`src/rtl/acionador_bomba.sv`:
```
// Pump driver for the irrigation controller: runs the pump for a commanded number of
// milliseconds, honours the low-tank and manual-stop interlocks, then enforces a rest period.
module acionador_bomba #(
  parameter int CICLOS_POR_MS = 50000,
  parameter int TEMPO_MAX_MS  = 30000,
  parameter int PAUSA_MS      = 1000
) (
  input  logic        clk,
  input  logic        rst_n,
  input  logic [15:0] cmd_tempo_bomba_ms,
  input  logic        cmd_valido,
  output logic        cmd_pronto,
  input  logic        alerta_nivel_baixo,
  input  logic        parar,
  output logic        bomba_on,
  output logic [15:0] tempo_restante_ms,
  output logic        ciclo_concluido,
  output logic        ciclo_abortado,
  output logic [1:0]  estado
);

  localparam int PRE_W = (CICLOS_POR_MS > 1) ? $clog2(CICLOS_POR_MS) : 1;
  localparam logic [PRE_W-1:0] PRE_MAX = PRE_W'(CICLOS_POR_MS - 1);
  localparam logic [15:0] TEMPO_MAX = (TEMPO_MAX_MS > 65535) ? 16'hFFFF : 16'(TEMPO_MAX_MS);
  localparam logic [15:0] PAUSA_INI = (PAUSA_MS > 65535) ? 16'hFFFF : 16'(PAUSA_MS);

  typedef enum logic [1:0] {
    OCIOSO    = 2'b00,
    IRRIGANDO = 2'b01,
    PAUSA     = 2'b10
  } estado_t;

  estado_t          estado_q, estado_d;
  logic [PRE_W-1:0] prescaler_q, prescaler_d;
  logic [15:0]      tempo_q, tempo_d;
  logic [15:0]      pausa_q, pausa_d;
  logic             bomba_q, bomba_d;
  logic             concluido_q, concluido_d;
  logic             abortado_q, abortado_d;
  logic             pronto_q, pronto_d;

  logic             wrap;
  logic             interlock;
  logic             aceito;
  logic [15:0]      tempo_carga;

  always_ff @(posedge clk) begin
    if (!rst_n) begin
      estado_q    <= OCIOSO;
      prescaler_q <= '0;
      tempo_q     <= '0;
      pausa_q     <= '0;
      bomba_q     <= 1'b0;
      concluido_q <= 1'b0;
      abortado_q  <= 1'b0;
      pronto_q    <= 1'b1;
    end else begin
      estado_q    <= estado_d;
      prescaler_q <= prescaler_d;
      tempo_q     <= tempo_d;
      pausa_q     <= pausa_d;
      bomba_q     <= bomba_d;
      concluido_q <= concluido_d;
      abortado_q  <= abortado_d;
      pronto_q    <= pronto_d;
    end
  end

  always_comb begin
    estado_d    = estado_q;
    prescaler_d = prescaler_q;
    tempo_d     = tempo_q;
    pausa_d     = pausa_q;
    bomba_d     = bomba_q;
    concluido_d = 1'b0;
    abortado_d  = 1'b0;

    wrap        = (prescaler_q == PRE_MAX);
    interlock   = alerta_nivel_baixo | parar;
    aceito      = cmd_valido & pronto_q;
    tempo_carga = (cmd_tempo_bomba_ms > TEMPO_MAX) ? TEMPO_MAX : cmd_tempo_bomba_ms;

    case (estado_q)
      OCIOSO: begin
        bomba_d     = 1'b0;
        tempo_d     = '0;
        prescaler_d = '0;
        // A zero-length request is silently dropped; an interlocked one is reported.
        if (aceito && (cmd_tempo_bomba_ms != 16'd0)) begin
          if (interlock) begin
            abortado_d = 1'b1;
          end else begin
            tempo_d  = tempo_carga;
            bomba_d  = 1'b1;
            estado_d = IRRIGANDO;
          end
        end
      end

      IRRIGANDO: begin
        // The interlock is checked first so an abort beats the last-millisecond completion.
        if (interlock) begin
          bomba_d     = 1'b0;
          tempo_d     = '0;
          prescaler_d = '0;
          pausa_d     = PAUSA_INI;
          abortado_d  = 1'b1;
          estado_d    = PAUSA;
        end else if (wrap) begin
          prescaler_d = '0;
          if (tempo_q <= 16'd1) begin
            bomba_d     = 1'b0;
            tempo_d     = '0;
            pausa_d     = PAUSA_INI;
            concluido_d = 1'b1;
            estado_d    = PAUSA;
          end else begin
            tempo_d = tempo_q - 16'd1;
          end
        end else begin
          prescaler_d = prescaler_q + PRE_W'(1);
        end
      end

      PAUSA: begin
        bomba_d = 1'b0;
        tempo_d = '0;
        if (pausa_q == 16'd0) begin
          prescaler_d = '0;
          estado_d    = OCIOSO;
        end else if (wrap) begin
          prescaler_d = '0;
          if (pausa_q == 16'd1) begin
            pausa_d  = '0;
            estado_d = OCIOSO;
          end else begin
            pausa_d = pausa_q - 16'd1;
          end
        end else begin
          prescaler_d = prescaler_q + PRE_W'(1);
        end
      end

      default: begin
        estado_d    = OCIOSO;
        bomba_d     = 1'b0;
        tempo_d     = '0;
        pausa_d     = '0;
        prescaler_d = '0;
      end
    endcase

    pronto_d = (estado_d == OCIOSO);
  end

  assign cmd_pronto        = pronto_q;
  assign bomba_on          = bomba_q;
  assign tempo_restante_ms = tempo_q;
  assign ciclo_concluido   = concluido_q;
  assign ciclo_abortado    = abortado_q;
  assign estado            = estado_q;

endmodule

```
`config.mk`:
```
export PLATFORM = sky130hd
export DESIGN_NAME = acionador_bomba
export DESIGN_NICKNAME = d
export VERILOG_FILES = /design/src/rtl/acionador_bomba.sv
export SDC_FILE = /design/constraint.sdc
export NUM_CORES = 1
export LEC_CHECK = 0
export CAP_MARGIN = 20
export CORE_MARGIN = 2
export CORE_UTILIZATION = 35
export CTS_CLUSTER_SIZE = 10
export DETAILED_ROUTE_END_ITERATION = 6
export PLACE_DENSITY = 0.58
export SYNTH_ARGS = -nofsm -noshare
export SYNTH_HDL_FRONTEND = slang
export SYNTH_SLANG_ARGS = --single-unit
```
`constraint.sdc`:
```
create_clock -name clk -period 4.35 [get_ports clk]
set_clock_uncertainty 0.05 [all_clocks]
set_input_delay 0.87 -clock clk [delete_from_list [all_inputs] [get_ports clk]]
set_output_delay 0.87 -clock clk [all_outputs]
set_load 0.01 [all_outputs]
```
==> impl_metrics.tcl <==
set metrics [dict create \
    status "finished clean" \
    routed.top_layer "met4" \
    ant_nets 0 \
    root_buffer "clkbuf_8" \
    worstHoldPathType "register to register" \
    via_count 3125 \
    synth_edf_count 0 \
    yosys_warnings 0 \
    slew_violations 0 \
    finalSetupTns_ns 0 \
    start_util_pct 36.2 \
    cp_slowest_stage_delay_ns 0.54 \
    power_uw 1080 \
    grt_usage_pct 19.0 \
    maxCapViolations 0 \
    crit_path_start_kind "input pin" \
    grt_first_pass_wirelength_mm 15.4 \
    grt_max_degree 23 \
    cts-buffers-inserted 5 \
    grt_pass1_vias 3037 \
    viasPerCell 5.74 \
    drt_iter0_markers 218 \
    ctsLongestPathBuffers 2 \
    clk_latency_ns 0.32 \
    wl_per_cell_um 16.5 \
    peakVddDrop_mv 0.133 \
    crit_fanout 9 \
    clk_pin_slew_ns 0.10 \
    synthToLayoutAreaGrowth_pct 21.3 \
    critPathBufInv 1 \
    cts_tree "built" \
    port_buffers 42 \
    synth-main-ff-cell "dfxtp_1" \
    drc_errors 0 \
    synthArstFlopShare_pct 0 \
    crit_slowest_cell "or3b_2" \
    die_area_um2 9790 \
    end_kind "register" \
    powerDensity_nw_per_um2 283 \
    p_leak_uw 0.00146 \
    synth_area_um2 3160 \
    wl_met2_mm 3.99 \
    insertedDiodeCount 0 \
    holdBufCountCts 0 \
    critPathKind "input pin to register" \
    firstDrtPassIters 5 \
    gp_congestion 0.879 \
    setup_violations 0 \
    drive_above_1_share_pct 4.82 \
    whs_ns 0.402 \
    clock_sinks 54 \
    drt_wl_total_mm 8.95 \
    worstPathCellList "clkdlybuf4s50_1, or3b_2, a41oi_1, nor2_1, nand2_1, o21ai_0, a211o_1" \
    rsz0062_at_grt "no" \
    die_w_um 99.0 \
    die_height_um 99.0 \
    fillCellCount 859 \
    htree_num_levels 2 \
    core_um2 8720 \
    finalCritPeriodShare_pct 72.3 \
    relSlewSlack_pct 49.4 \
    crit_family "simple AND/OR/NAND/NOR gates" \
    synth.avg_cell_area_um2 8.03 \
    post-cts-setup-buffers 0 \
    ys_types 59 \
    min_period_ns 3.14 \
    crit_arrival_ns 3.31 \
    fmax_ghz 0.318 \
    worstMarginPinSlew_ns 0.752 \
    synth_fp_nets 424 \
    synth-seq-cells 54 \
    final-hold-violation-count 0 \
    finalNetCount 466 \
    cp_data_required_time_ns 4.52 \
    overflow 0 \
    dr_wl_met3_um 471 \
    ctsResizeCount 0 \
    rows 34 \
    ys_seq_area_share_pct 34.3 \
    dp_hpwl_mm 6.63 \
    wl_met1_mm 4.36 \
    antenna_found_initial 0 \
    syn_inst 393 \
    io_pins 43 \
]
==> worst reg2reg max path: stages (launching register included) <==
cell and delay, ns:
dfxtp_1 0.44, ha_1 0.47, or3b_2 0.55, a41oi_1 0.48
nor2_1 0.24, nand2_1 0.31, o21ai_0 0.14, a211o_1 0.30
==> metrics by stage <==
step,std cells,cell area [µm²],utilization [%],setup slack [ns]
final,544,3830,43.9,1.21
after floorplan,393,3160,-,1.73
after global placement,536,3690,42.3,1.03
after detailed placement,536,3690,42.3,0.926
after CTS,544,3830,43.9,1.26
after global routing,544,3830,43.9,1.05
==> power by group <==
group,total (µW),leakage (µW),internal [µW],switching (µW)
Sequential,510,0.000436,501,8.80
Clock,416,0.0000714,246,170
Combinational,158,0.000949,67.0,91.1
==> sequential cells by signal, indices dropped and copies added, names as in the netlist <==
name,cells
estado,2
cmd_pronto,1
ciclo_abortado,1
pausa_q,16
prescaler_q,16
bomba_on,1
tempo_restante_ms,16
ciclo_concluido,1
==> cells in the mapped netlist (3+ instances only) <==
master	instances	area, µm²
nor2_1	55	206
nand2_1	35	131
or3_1	9	56.3
o21ai_1	5	25.0
xor2_1	7	61.3
nand2b_1	5	31.3
ha_1	10	125
a21oi_1	18	90.1
a221o_1	3	30.0
a211o_1	5	43.8
nor3b_1	4	30.0
inv_1	9	33.8
or4_1	3	22.5
dfxtp_1	54	1080
o211ai_1	9	67.6
nor3_1	10	50.1
a22o_1	3	26.3
nand4_1	9	56.3
a2bb2oi_1	3	26.3
o21ai_0	22	110
and3_1	10	62.6
o21a_1	3	22.5
clkbuf_1	7	26.3
o22ai_1	3	18.8
o31ai_1	8	60.1
and2_1	4	25.0
a31oi_1	4	25.0
xnor2_1	10	87.6
nand3_1	14	70.1
and4_1	3	26.3
nor4_1	13	81.3
==> worst paths after layout <==
| kind | startpoint | to | slack (ns) | cells past startpoint |
|---|---|---|---|---|
| worst min register to register | prescaler_q[0] | prescaler_q[0] | 0.40 | 1 |
| worst max register to register | estado[0] | tempo_restante_ms[12] | 1.28 | 7 |
| worst max-delay path | parar | tempo_restante_ms[12] | 1.21 | 7 |
| worst min-delay path | prescaler_q[0] | prescaler_q[0] | 0.40 | 1 |
==> layout by cell type (no fill, tap or decap), drive strengths merged, types with 5 or more instances in the layout <==
master / n
nand3: 14
clkbuf: 6
xor2: 7
and3: 10
or3: 9
and2: 5
nand2: 35
a211o: 5
nor4: 14
ha: 10
nand4: 9
clkdlybuf4s50: 42
inv: 9
o21ai: 27
dfxtp: 54
o31ai: 9
xnor2: 10
nor2: 55
nor3: 10
a21oi: 18
o211ai: 9
nand2b: 5
==> per-layer routing <==
metal / up-vias / global-route usage [%]
li1: 1551 / -
met2: 101 / 28.9
met3: 10 / 3.19
met4: 0 / 5.27
met5: - / 0
met1: 1463 / 27.7
==> area by class of cell <==
cell class,count,area [µm²],area share [%]
multi-input cells,319,1990,52.0
inverters,10,37.5,0.980
clock inverters,2,60.1,1.57
clock buffers,6,82.6,2.16
repair buffers,45,443,11.6
well taps,108,135,3.53
flip-flops and latches,54,1080,28.2
==> kinds of logic (layout without fill, tap and decap cells) <==
logic type | count (synthesis) | after routing | synth area share (%)
XOR/XNOR | 17 | 17 | 4.72
flip-flops | 54 | 54 | 34.3
adder cells (fa/ha/maj) | 10 | 10 | 3.97
AO/OA/AOI/OAI | 101 | 101 | 21.6
buffers and inverters | 20 | 63 | 2.70
AND/OR/NAND/NOR | 190 | 190 | 32.4
multiplexers | 1 | 1 | 0.317
(Power assumes the default switching activity.)
